--- src/rtl/uart_rx.sv ---
// uart_rx: oversampling UART receiver.
// Frame on the line: START(0) | DATA_BITS data bits LSB-first | even parity | STOP(1).
// Ports:
//   clk        system clock, all logic on posedge
//   rst_n      synchronous active-low reset
//   tick_os    one-clk pulse at OVERSAMPLE x baud
//   rx         asynchronous serial input, idle high
//   data_out   last received byte, held until the next valid
//   valid      one-clk strobe when a frame completes
//   parity_err parity mismatch on the frame flagged by valid
//   frame_err  stop bit sampled low on the frame flagged by valid
//   busy       high from start-bit detection until return to IDLE
module uart_rx #(
    parameter int unsigned OVERSAMPLE = 16,
    parameter int unsigned DATA_BITS  = 8
) (
    input  logic                 clk,
    input  logic                 rst_n,
    input  logic                 tick_os,
    input  logic                 rx,
    output logic [DATA_BITS-1:0] data_out,
    output logic                 valid,
    output logic                 parity_err,
    output logic                 frame_err,
    output logic                 busy
);

    localparam int unsigned TICK_W = (OVERSAMPLE > 2) ? $clog2(OVERSAMPLE) : 1;
    localparam int unsigned BIT_W  = (DATA_BITS > 1) ? $clog2(DATA_BITS) : 1;

    localparam logic [TICK_W-1:0] TICK_MID  = TICK_W'(OVERSAMPLE / 2 - 1);
    localparam logic [TICK_W-1:0] TICK_LAST = TICK_W'(OVERSAMPLE - 1);
    localparam logic [BIT_W-1:0]  BIT_LAST  = BIT_W'(DATA_BITS - 1);

    typedef enum logic [2:0] {
        IDLE   = 3'd0,
        START  = 3'd1,
        DATA   = 3'd2,
        PARITY = 3'd3,
        STOP   = 3'd4,
        BREAK  = 3'd5
    } state_t;

    state_t               state, state_d;
    logic                 rx_meta, rx_s;
    logic [TICK_W-1:0]    tick_cnt, tick_cnt_d;
    logic [BIT_W-1:0]     bit_cnt, bit_cnt_d;
    logic [DATA_BITS-1:0] shift, shift_d;
    logic                 par_bad, par_bad_d;
    logic [DATA_BITS-1:0] data_out_d;
    logic                 valid_d, parity_err_d, frame_err_d, busy_d;

    // Two-flop synchroniser; reset to the idle line level so reset never looks like a start bit.
    always_ff @(posedge clk) begin
        if (!rst_n) begin
            rx_meta <= 1'b1;
            rx_s    <= 1'b1;
        end else begin
            rx_meta <= rx;
            rx_s    <= rx_meta;
        end
    end

    // State and datapath registers.
    always_ff @(posedge clk) begin
        if (!rst_n) begin
            state      <= IDLE;
            tick_cnt   <= '0;
            bit_cnt    <= '0;
            shift      <= '0;
            par_bad    <= 1'b0;
            data_out   <= '0;
            valid      <= 1'b0;
            parity_err <= 1'b0;
            frame_err  <= 1'b0;
            busy       <= 1'b0;
        end else begin
            state      <= state_d;
            tick_cnt   <= tick_cnt_d;
            bit_cnt    <= bit_cnt_d;
            shift      <= shift_d;
            par_bad    <= par_bad_d;
            data_out   <= data_out_d;
            valid      <= valid_d;
            parity_err <= parity_err_d;
            frame_err  <= frame_err_d;
            busy       <= busy_d;
        end
    end

    // Next-state and next-output logic; everything advances only on oversample ticks.
    always_comb begin
        state_d      = state;
        tick_cnt_d   = tick_cnt;
        bit_cnt_d    = bit_cnt;
        shift_d      = shift;
        par_bad_d    = par_bad;
        data_out_d   = data_out;
        valid_d      = 1'b0;
        parity_err_d = parity_err;
        frame_err_d  = frame_err;
        busy_d       = busy;

        if (tick_os) begin
            unique case (state)
                IDLE: begin
                    if (!rx_s) begin
                        state_d    = START;
                        tick_cnt_d = '0;
                        busy_d     = 1'b1;
                    end
                end
                START: begin
                    if (tick_cnt == TICK_MID) begin
                        // Line back high at mid start bit means a glitch, not a frame.
                        if (rx_s) begin
                            state_d = IDLE;
                            busy_d  = 1'b0;
                        end else begin
                            state_d    = DATA;
                            tick_cnt_d = '0;
                            bit_cnt_d  = '0;
                        end
                    end else begin
                        tick_cnt_d = tick_cnt + TICK_W'(1);
                    end
                end
                DATA: begin
                    if (tick_cnt == TICK_LAST) begin
                        tick_cnt_d = '0;
                        // LSB arrives first, so shifting in at the MSB leaves bit 0 in place.
                        shift_d    = {rx_s, shift[DATA_BITS-1:1]};
                        if (bit_cnt == BIT_LAST) begin
                            bit_cnt_d = '0;
                            state_d   = PARITY;
                        end else begin
                            bit_cnt_d = bit_cnt + BIT_W'(1);
                        end
                    end else begin
                        tick_cnt_d = tick_cnt + TICK_W'(1);
                    end
                end
                PARITY: begin
                    if (tick_cnt == TICK_LAST) begin
                        tick_cnt_d = '0;
                        par_bad_d  = rx_s ^ (^shift);
                        state_d    = STOP;
                    end else begin
                        tick_cnt_d = tick_cnt + TICK_W'(1);
                    end
                end
                STOP: begin
                    if (tick_cnt == TICK_LAST) begin
                        tick_cnt_d   = '0;
                        data_out_d   = shift;
                        valid_d      = 1'b1;
                        parity_err_d = par_bad;
                        frame_err_d  = ~rx_s;
                        // Leaving at mid stop bit lets an immediately following start bit be caught.
                        if (rx_s) begin
                            state_d = IDLE;
                            busy_d  = 1'b0;
                        end else begin
                            state_d = BREAK;
                        end
                    end else begin
                        tick_cnt_d = tick_cnt + TICK_W'(1);
                    end
                end
                BREAK: begin
                    if (rx_s) begin
                        state_d = IDLE;
                        busy_d  = 1'b0;
                    end
                end
                default: begin
                    state_d = IDLE;
                    busy_d  = 1'b0;
                end
            endcase
        end
    end

endmodule

--- config.mk ---
export PLATFORM = sky130hd
export DESIGN_NAME = uart_rx
export DESIGN_NICKNAME = d
export VERILOG_FILES = /design/src/rtl/uart_rx.sv
export SDC_FILE = /design/constraint.sdc
export NUM_CORES = 1
export LEC_CHECK = 0
export BUFFER_PORTS_ARGS = -buffer_cell sky130_fd_sc_hd__buf_2
export CAP_MARGIN = 20
export CORE_ASPECT_RATIO = 0.75
export CORE_UTILIZATION = 45
export CTS_BUF_LIST = sky130_fd_sc_hd__clkbuf_8
export CTS_CLUSTER_SIZE = 25
export DETAILED_ROUTE_END_ITERATION = 10
export PLACE_DENSITY = 0.73
export SYNTH_ARGS = -nofsm -noshare
export SYNTH_HDL_FRONTEND = slang
export SYNTH_SLANG_ARGS = --single-unit
--- constraint.sdc ---
create_clock -name clk -period 2.1 [get_ports clk]
set_input_delay 0.21 -clock clk [delete_from_list [all_inputs] [get_ports clk]]
set_output_delay 0.21 -clock clk [all_outputs]
set_load 0.02 [all_outputs]
== Word-level counts from Yosys, hierarchy flattened ==
Cells that the tools add are included.
W data, S select, Z words.
Storage, ports and cells
  flip-flop bits (word level): 33
  output and inout port bits: 12
  logic and storage cells: 72
Cells by class
  add/sub/neg operators: 2
  equality and inequality tests: 16
  mux-type cells: 25
  bitwise operators: 3
  reduce and logical (&&, ||, !) cells: 14
Operators with widths (count)
  $mux W3: 12
  $pmux W3 S6: 1
  $ne A2 B2 Y1 const B: 8
  $mux W4: 3
  $pmux W4 S3: 1
  $reduce_and A3 Y1: 4
  $reduce_and A5 Y1: 2
  $eq A3 B3 Y1 const B: 3
  $reduce_and A8 Y1: 1
  $reduce_xor A8 Y1: 1
  $eq A3 B2 Y1 const B: 2
  $pmux W3 S2: 1
  $mux W1: 5
  $pmux W1 S5: 1
  $add A4 B1 Y4 const B: 1
  $eq A4 B3 Y1 const B: 1
  $eq A4 B4 Y1 const B: 1
  $add A3 B1 Y3 const B: 1
  $eq A3 B1 Y1 const B: 1
  $logic_not A3 Y1: 1
  $reduce_bool A3 Y1: 1
  $reduce_or A3 Y1: 1
  $mux W2: 1
  $not A1 Y1: 2
  4 further kinds: 4

== Logic depth before layout (Yosys ltp) ==
Gate-level depths: netlist (run 1).
  depth in word-level cells: 4
  depth in mapped cells: 6
  depth with buffers taken out: 6

== Worst setup path after synthesis (run 1) ==
OpenSTA, ideal clock, no wires.
  path type: register to register
  start: register tick_cnt[0]
  end: register bit_cnt[1]
  setup time: 0.071 ns
  arrival: 1.645 ns
  required time: 2.029 ns
  path slack: 0.384 ns
  cell stages (with the launch flop): 6
  buffers on the path: 0
  path through: dfxtp_1 > ha_1 > nand3_1 > a221o_1 > or4_1 > a21oi_1
On the way
  word-level cells in the longest chain between the ends: 3
  elaborated cells between the ends (all ways): 5
  those cells by class: eq/ne (4); reduce/logical (1)
Ends and longest elaborated chain
  start, declared: line 46  | logic [TICK_W-1:0] tick_cnt, tick_cnt_d;
  start signal, assigned: line 79  | tick_cnt <= tick_cnt_d;
  $eq A4 B4 Y1 or $eq A4 B3 Y1 (tied branches): line 129, 114
  $ne A2 B2 Y1 (no source line)
  $reduce_and A5 Y1 (no source line) *
  end signal, assigned: line 80  | bit_cnt <= bit_cnt_d;
  end, declared: line 47  | logic [BIT_W-1:0] bit_cnt, bit_cnt_d;
Every way passes the cells marked *; elsewhere a longest branch is shown, timed or not.
A chain may end at the register's enable or synchronous reset.

== Worst setup path in the final report (run 1) ==
Ends and elaborated chain as after synthesis.

==> flow_summary.toml, run 1 <==
[outcome]
outcome = "complete, no violations"

[clock_tree]
h-tree-depth = 2
cts.path.max_buffers = 2
cts_resized = 0
clk-insertion-delay-late_ns = 0.28
clkTransAtPathRegs_ns = 0.06
hold_buffers = 0
cts_tree = "done"
cts-root-buf = "clkbuf_8"
cts_sinks = 33
numCtsBuffers = 5
cts_setup_buffers = 0

[synthesis]
synth_cells = 180
ys_seq_elements = 33
synth_nets = 187
synth_edf_count = 0
ys_seq_area_share_pct = 40.3
synth_ff_type = "dfxtp_1"
ys_types = 45
async_flop_share_pct = 0
yosysWarnings = 0
syn_avg_cell_area_sq_um = 9.11
syn_area_sq_um = 1640

[routing]
vias = 1391
routedWlPerCell_um = 14.2
ant_nets = 0
totalWireLength_um = 3360
drt_iter0_drc = 123
drc = 0
vias_per_cell = 5.89
dr.pass1.iters = 5

[floorplanning]
rows = 18
start_util_pct = 48.5
chipHeight_um = 54.3
core_sq_um = 3380
dieArea_sq_um = 3890
ioPinCount = 16
die_w_um = 71.7

[critical_path]
slowest_delay_ns = 0.49
critical_path.top_delay_family = "simple AND/OR/NAND/NOR gates"
cp_cell_sequence = "ha_1 -> nand3_1 -> a221o_1 -> or4_1 -> a21oi_1"
critPathBufInv = 0
crit_slowest_cell = "or4_1"
cp.arrival_ns = 2.13
r2r_slack_ns = 0.17
crit_cells = 5
r2r-start = "tick_cnt[0]$_SDFFE_PN0P_"
critPathLaunch = "tick_cnt[0]$_SDFFE_PN0P_"
critPathMaxFanout = 6
required_ns = 2.30
crit_type = "reg -> reg"
r2r_end = "bit_cnt[1]$_SDFFE_PN0P_"
endpoint = "bit_cnt[1]$_SDFFE_PN0P_"
cp-start-kind = "flop"
cp-end-kind = "flop"
rr_worst_depth = 5

[global_routing]
grt_start_max_net_pins = 18
met3_usage_pct = 6.08
met2_usage_pct = 31.9
grt-ovfl-total = 0
grt_pass1_wl_um = 5650
grt_usage_pct = 19.6
grt_use_met1_pct = 23.3
antenna_found_initial = 0
grt_pass1_vias = 1304
grt_busiest_layer = "met2"

[power_and_ir_drop]
ir_drop_v = 0.000331
report.power.total_mw = 1.14
leakage_nw = 0.747
power.density_nw_per_um2 = 626

[timing]
setup_viol = 0
finalHoldViolCount = 0
rsz0062_at_grt = "no"
finalCriticalPeriod_ns = 1.93
slew_headroom_pct = 66.1
maxSlewViolCount = 0
timing.fmax_mhz = 519
fin_crit_sh_pct = 91.8
fin_worst_skew_ns = 0.00206
setup_ws_ns = 0.173
tns_ns = 0
tightest_slew_ns = 0.505

[finish]
final_util_pct = 54.1
finalInstanceArea_sq_um = 1830
n_antenna_cell = 0
drive_gt1_share_pct = 15.3
fin_nets = 204
multiInputGateArea_sq_um = 896
regArea_sq_um = 661
syn2layout_area_growth_pct = 11.5
fill_cells = 313

[worst_hold_path]
hp-class = "in -> reg"
hold_depth = 2

[place]
hpwlAfterDp_um = 2400
dp_worst_setup_slack_ns = 0.219
placed_area_sq_um = 1750
gp_congestion = 0.883
portBuffers = 15

[job]
max_cap_violations = 0
cell type report:
| type | instances | area share, % |
|---|---|---|
| Clock buffer | 5 | 3.77 |
| Clock inverter | 1 | 0.274 |
| Inverter | 5 | 1.03 |
| Multi-Input combinational cell | 130 | 49.0 |
| Sequential cell | 33 | 36.2 |
| Tap cell | 40 | 2.74 |
| Timing Repair Buffer | 22 | 6.99 |
where the power goes:
part,internal (mW),switching (mW),leakage (nW)
clock network,0.218,0.216,0.0399
registers,0.631,0.00849,0.266
logic,0.0278,0.0409,0.441
cell usage in the layout (no fill, tap or decap), types with 4 or more instances in the layout:
cell      instances
buf_4             7
mux2i_1          21
nand3_1           4
nand2b_1          4
buf_2            15
inv_1             4
clkbuf_8          5
dfxtp_1          33
a21oi_1           8
o21ai_0          13
nand2_1           7
nor2_1           22
worst min path at each step:
stage                         end          startpoint
2_1_floorplan  rx_meta$_SDFF_PN1_               rst_n
3_3_place_gp      rx_s$_SDFF_PN1_  rx_meta$_SDFF_PN1_
3_5_place_dp      rx_s$_SDFF_PN1_  rx_meta$_SDFF_PN1_
4_1_cts        rx_meta$_SDFF_PN1_                  rx
5_1_grt        rx_meta$_SDFF_PN1_                  rx
6_report       rx_meta$_SDFF_PN1_                  rx
registers in the layout, indices dropped and copies added, names as in the netlist:
name / count
bit_cnt: 3
busy: 1
data_out: 8
frame_err: 1
par_bad: 1
parity_err: 1
rx_meta: 1
rx_s: 1
shift: 8
state: 3
tick_cnt: 4
valid: 1
metal layers:
layer / share of wire [%] / wire length, um
met5: 0 / 0
met4: 1.9 / 64
met3: 6.5 / 220
met2: 44 / 1490
met1: 47 / 1580
synthesized netlist by cell type, drive strengths merged, types with 3 or more instances:
cell type / count / area, sq um
a21oi: 8 / 40.0
and3: 3 / 18.8
buf: 5 / 36.3
clkbuf: 7 / 27.5
dfxtp: 33 / 661
ha: 3 / 37.5
inv: 4 / 15.0
mux2i: 21 / 210
nand2: 7 / 26.3
nand2b: 4 / 25.0
nand3: 4 / 20.0
nand3b: 3 / 22.5
nor2: 22 / 82.6
nor3: 4 / 25.0
nor3b: 3 / 22.5
nor4b: 3 / 26.3
o211ai: 3 / 22.5
o21ai: 13 / 65.1
xnor2: 3 / 26.3
stage by stage:
step | cells | hold WS, ns
finish | 236 | 0.105
global route | 236 | 0.115
CTS | 236 | 0.100
detailed placement | 230 | 0.393
global placement | 230 | 0.389
floorplan | 180 | 0.283
worst register-to-register path, stage by stage, from the launching register on:
cell     delay (ns)
dfxtp_1        0.37
ha_1           0.28
nand3_1        0.17
a221o_1        0.39
or4_1          0.49
a21oi_1        0.16
logic make-up after synthesis:
family | after synthesis | synth area share [%]
AO/OA/AOI/OAI | 35 | 13.8
XOR/XNOR | 6 | 4.05
adder cells (fa/ha/maj) | 3 | 2.29
buffers and inverters | 17 | 5.04
flip-flops | 33 | 40.3
multiplexers | 21 | 12.8
AND/OR/NAND/NOR | 65 | 21.7
Note: power is estimated with default switching activity, not from simulation.
==> inputs of run 2 (changes only) <==
ABC_AREA = 1   (was unset)
==> run 2 against run 1 <==
- clock-buffer cell count rose by 1
- first-iteration DRC count shrank 4.9%
- sequential cell count stayed put
- synthesized area grew 5.2%
- via count up 17%
- combinational power is 7.4% higher
- synthesized cell count grew 46%
- sequential power up 0.6%
- die area up 5.0%
- utilization shrank 0.96 points
- register-to-register slack better by 0.31 ns
- worst setup slack better by 0.31 ns
- critical path type unchanged
- critical endpoint unchanged
- largest power group unchanged
==> flow_summary.toml, run 2 <==
[global_routing]
grt-ovfl-total = 0
grt_pass1_vias = 1413
grt_pass1_wl_um = 6310
grt_usage_pct = 19.9
antenna_found_initial = 0
grt_start_max_net_pins = 24

[critical_path]
critPathMaxFanout = 6
slowest_delay_ns = 0.41
r2r-start = "tick_cnt[0]$_SDFFE_PN0P_"
cp-end-kind = "flop"
critPathBufInv = 1
r2r_end = "bit_cnt[1]$_SDFFE_PN0P_"
r2r_slack_ns = 0.49
rr_worst_depth = 10
critPathLaunch = "tick_cnt[0]$_SDFFE_PN0P_"
crit_slowest_cell = "dfxtp_1"
cp_cell_sequence = "ha_1 -> nand2_1 -> inv_1 -> nand2_1 -> nand2_1 -> nand3_1 -> nor2_2 -> nand2_1 -> o21ai_0 -> nor2_1"
cp.arrival_ns = 1.78
critical_path.top_delay_family = "simple AND/OR/NAND/NOR gates"
required_ns = 2.27
crit_top_cell = "nand2_1"
crit_type = "reg -> reg"
cp-start-kind = "flop"

[synthesis]
yosys-top-cells-area = "dfxtp_1 38%, nand2_1 15%, nor2_1 8.1%, o21ai_0 7.0%, a21oi_1 4.9%"
synth_edf_count = 0
ys_types = 26
synth_nets = 270
synth_most_common_cell = "nand2_1"
synth_top_area_share_pct = 38.3
synth_ff_type = "dfxtp_1"
async_flop_share_pct = 0
ys_seq_elements = 33
synth_common_cells = "70 x nand2_1, 37 x nor2_1, 33 x dfxtp_1"
yosysTopAreaCell = "dfxtp_1"
syn_avg_cell_area_sq_um = 6.56
ys_seq_area_share_pct = 38.3
synth_cells = 263
yosysWarnings = 0
syn_area_sq_um = 1720

[timing]
tns_ns = 0
finalHoldViolCount = 0
setup_viol = 0
maxSlewViolCount = 0
finalCriticalPeriod_ns = 1.61
rsz0062_at_grt = "no"
fin_crit_sh_pct = 76.8
setup_ws_ns = 0.486
fin_worst_skew_ns = 0.00579
tightest_slew_ns = 0.367
slew_headroom_pct = 75.5
timing.fmax_mhz = 620

[floorplanning]
start_util_pct = 47.1
rows = 19
core_sq_um = 3660
die_w_um = 73.5
ioPinCount = 16
chipHeight_um = 55.6
dieArea_sq_um = 4090

[routing]
vias_per_cell = 4.86
routedWlPerCell_um = 10.5
dr.pass1.iters = 4
drc = 0
vias = 1623
ant_nets = 0
totalWireLength_um = 3510
drt_iter0_drc = 117

[finish]
syn2layout_area_growth_pct = 12.8
drive_gt1_share_pct = 15.6
n_antenna_cell = 0
layout_commonest_cell = "nand2_1"
reg.largest.list = "data_out (8), shift (8), tick_cnt (4)"
fin_nets = 288
stdcell_count = 334
layout_common_cells = "70 x nand2_1, 37 x nor2_1, 33 x dfxtp_1"

[power_and_ir_drop]
power.density_nw_per_um2 = 629
leakage_nw = 0.965
report.power.total_mw = 1.22
ir_drop_v = 0.000400

[clock_tree]
clk-insertion-delay-late_ns = 0.28
cts_sinks = 33
cts_setup_buffers = 0
clkTransAtPathRegs_ns = 0.07
cts-root-buf = "clkbuf_8"
cts.path.max_buffers = 2
cts_tree = "done"
cts_resized = 0
hold_buffers = 0
h-tree-depth = 2
numCtsBuffers = 5

[outcome]
outcome = "complete, no violations"

[worst_hold_path]
hp-class = "in -> reg"
whs_endpoint = "rx_meta$_SDFF_PN1_"
hold_start = "rx"
hold_depth = 2

[job]
max_cap_violations = 0

[place]
dp_worst_setup_slack_ns = 0.508
portBuffers = 15
gp_congestion = 0.885
dp.cells = 326
hpwlAfterDp_um = 2510
==> run 2: changes by cell type after synthesis, sizes merged, moves of 4 or more <==
cell and delta:
nand3 +12, inv +21, clkbuf -4, nor2 +24, nand2 +67, a21oi +9, nand2b -4, o21ai +17
mux2i -21
==> run 2: cells by family after synthesis <==
| logic type | after synthesis | synth area share [%] |
|---|---|---|
| AO/OA/AOI/OAI | 50 | 14.9 |
| adder cells (fa/ha/maj) | 3 | 2.18 |
| flip-flops | 33 | 38.3 |
| AND/OR/NAND/NOR | 142 | 35.3 |
| XOR/XNOR | 4 | 2.03 |
| buffers and inverters | 31 | 7.26 |
==> run 2: stage by stage <==
stage | util (%) | cell area (sq um) | hold slack (ns)
finish | 53.1 | 1940 | 0.109
global route | 53.1 | 1940 | 0.0984
CTS | 53.1 | 1940 | 0.103
detailed placement | 50.5 | 1850 | 0.402
global placement | 50.5 | 1850 | 0.400
floorplan | - | 1720 | 0.317
==> run 2: report_power, final <==
group / internal [mW] / switching [mW]
clock network: 0.265 / 0.240
logic: 0.0250 / 0.0488
registers: 0.634 / 0.00953
total: 0.925 / 0.298
==> run 2: worst max-delay path by stage <==
stage | end | slack, ns | depth (start not counted)
3_5_place_dp | bit_cnt[1]$_SDFFE_PN0P_ | 0.51 | 10
3_3_place_gp | data_out[1]$_SDFFE_PN0P_ | 0.57 | 8
5_1_grt | busy$_SDFFE_PN0P_ | 0.22 | 10
4_1_cts | bit_cnt[1]$_SDFFE_PN0P_ | 0.50 | 10
2_1_floorplan | frame_err$_SDFFE_PN0P_ | 0.71 | 8
6_report | bit_cnt[1]$_SDFFE_PN0P_ | 0.49 | 10
==> run 2: layer usage <==
| layer | GRT usage, % | routed length (um) |
|---|---|---|
| met1 | 28.8 | 1910 |
| met2 | 27.5 | 1410 |
| met3 | 5.98 | 139 |
| met4 | 7.69 | 59 |
| met5 | 0 | 0 |
==> run 2: area by class of cell <==
cell class / instances / area (sq um)
Fill cell: 373 / 1720
Multi-Input combinational cell: 199 / 938
Sequential cell: 33 / 661
Inverter: 25 / 93.8
Timing Repair Buffer: 17 / 90.1
Clock buffer: 6 / 82.6
Tap cell: 52 / 65.1
Clock inverter: 2 / 13.8
==> inputs of run 3 (changes only) <==
PLACE_DENSITY = 0.76   (was 0.73)
clock period = 1.4 ns   (was 2.1 ns; I/O delays follow)
==> run 3 against run 2 <==
- the run now ends with setup timing left
- critical path depth unchanged
- sequential power up 49%
- total power up 72%
- global-route usage up 2.2 points
- routed wire length up 32%
- fmax up 11%
- non-clock buffer count up 18
- worst hold slack worse by 0.076 ns
- critical path type unchanged
- highest routed layer unchanged
==> flow_summary.toml, run 3 (synthesis results as in run 2) <==
[finish]
drive_gt1_share_pct = 31.3
layout_commonest_cell = "nand2_1"
regArea_sq_um = 666
multiInputGateArea_sq_um = 1090
reg.largest.list = "data_out (8), shift (8), tick_cnt (4)"
syn2layout_area_growth_pct = 33.5
finalInstanceArea_sq_um = 2300
fin_nets = 306
n_antenna_cell = 0
layout_common_cells = "59 x nand2_1, 35 x nor2_1, 29 x dfxtp_1"
fill_cells = 318

[job]
max_cap_violations = 0

[global_routing]
grt-ovfl-total = 0
grt_start_max_net_pins = 23
grt_usage_pct = 22.1
antenna_found_initial = 0
grt_pass1_wl_um = 6870
grt_pass1_vias = 1552

[routing]
totalWireLength_um = 4650
drt_iter0_drc = 230
drc = 0
routedWlPerCell_um = 13.2
ant_nets = 0
vias = 1847
dr.pass1.iters = 5
vias_per_cell = 5.25

[clock_tree]
cts-root-buf = "clkbuf_8"
cts_tree = "done"
hold_buffers = 0
cts.path.max_buffers = 2
h-tree-depth = 2
clk-insertion-delay-late_ns = 0.29
numCtsBuffers = 5
cts_sinks = 33
clkTransAtPathRegs_ns = 0.07

[critical_path]
cp-end-kind = "flop"
crit_type = "reg -> reg"
cp.arrival_ns = 1.65
critPathMaxFanout = 3
required_ns = 1.59
r2r_slack_ns = -0.06
r2r_end = "busy$_SDFFE_PN0P_"
r2r-start = "tick_cnt[0]$_SDFFE_PN0P_"
cp-start-kind = "flop"
rr_worst_depth = 10

[power_and_ir_drop]
ir_drop_v = 0.000680
pwr-share-clk_pct = 45.7
report.power.total_mw = 2.11
seqPwrFrac_pct = 45.7
p_int_mw = 1.60
power.density_nw_per_um2 = 915
combPwrFrac_pct = 8.6
switching_share_pct = 24.0
leakage_nw = 1.11
p_sw_mw = 0.505

[timing]
fin_worst_skew_ns = 0.00321
finalHoldViolCount = 0
setup_viol = 8
finalCriticalPeriod_ns = 1.46
rsz0062_at_grt = "yes"
maxSlewViolCount = 0
slew_headroom_pct = 74.7
fin_crit_sh_pct = 104
tightest_slew_ns = 0.379
setup_ws_ns = -0.0561
timing.fmax_mhz = 687

[floorplanning]
die_w_um = 73.5
core_sq_um = 3660
start_util_pct = 47.1
rows = 19
dieArea_sq_um = 4090
chipHeight_um = 55.6
ioPinCount = 16

[worst_hold_path]
hp-class = "in -> reg"
hold_start = "rx"
whs_endpoint = "rx_meta$_SDFF_PN1_"
hold_depth = 2

[place]
portBuffers = 15
gp_congestion = 0.898
placed_area_sq_um = 1970
hpwlAfterDp_um = 2790

[outcome]
outcome = "finished, violations left"
violations = "setup timing"
-- run 3: power groups by stage --
stage	combinational (mW)	clock (mW)	sequential [mW]
floorplan	0.0848	0	0.984
global placement	0.142	0	0.980
detailed placement	0.143	0	0.981
CTS	0.151	0.963	0.960
global route	0.195	1.02	0.963
finish	0.181	0.963	0.962
-- run 3: area by class of cell --
cell class,count,share of cell area [%]
Multi-Input combinational cell,199,47.5
Sequential cell,33,28.9
Timing Repair Buffer,35,11.4
Inverter,25,4.08
Clock buffer,6,3.59
Tap cell,52,2.83
Clock inverter,2,1.63
-- run 3: timing repair --
action	CTS	global route
gates resized for setup	17	41
buffers inserted	0	3
gates cloned	0	1
pin swaps	4	9
setup endpoints to repair	25	30
-- run 3: routing by layer --
| metal | part of all wire (%) | routed length, um | vias to the layer above | GRT usage (%) |
|---|---|---|---|---|
| met5 | 0 | 0 | - | 0 |
| met4 | 2.3 | 107 | 0 | 10.4 |
| met3 | 7.4 | 346 | 14 | 6.34 |
| met2 | 47 | 2170 | 91 | 31.8 |
| met1 | 44 | 2030 | 828 | 30.1 |
| li1 | - | - | 914 | - |
-- run 3: how the worst max path moves through the flow --
stage                             startpoint                      end  slack, ns  cells past startpoint
floorplan           tick_cnt[0]$_SDFFE_PN0P_   frame_err$_SDFFE_PN0P_      0.005                      8
finish              tick_cnt[0]$_SDFFE_PN0P_        busy$_SDFFE_PN0P_      -0.06                     10
CTS                 tick_cnt[0]$_SDFFE_PN0P_  bit_cnt[2]$_SDFFE_PN0P_      -0.02                     10
detailed placement  tick_cnt[1]$_SDFFE_PN0P_        busy$_SDFFE_PN0P_      -0.05                     10
global placement    tick_cnt[1]$_SDFFE_PN0P_  bit_cnt[1]$_SDFFE_PN0P_      0.002                     10
global route        tick_cnt[0]$_SDFFE_PN0P_        busy$_SDFFE_PN0P_      -0.14                     10
-- run 3: stage by stage --
step | utilization (%) | std cells | worst slack [ns] | TNS [ns] | hold slack, ns
final | 62.9 | 352 | -0.0561 | -0.205 | 0.0332
after CTS | 58.2 | 348 | -0.0181 | -0.0181 | 0.0317
after floorplan | - | 263 | 0.00549 | 0 | 0.247
after global placement | 53.7 | 340 | 0.00158 | 0 | 0.327
after detailed placement | 53.7 | 340 | -0.0542 | -0.353 | 0.334
after global routing | 62.9 | 352 | -0.138 | -1.66 | 0.0330
-- run 3: critical path: stages, from the launching register on --
cell and delay [ns]:
dfxtp_2 0.36, ha_4 0.16, nand2_4 0.07, inv_2 0.09
nand2_2 0.06, nand2_4 0.10, nand2_4 0.07, nor3_2 0.24
nand2_1 0.09, nand2_1 0.07, nor2_1 0.04
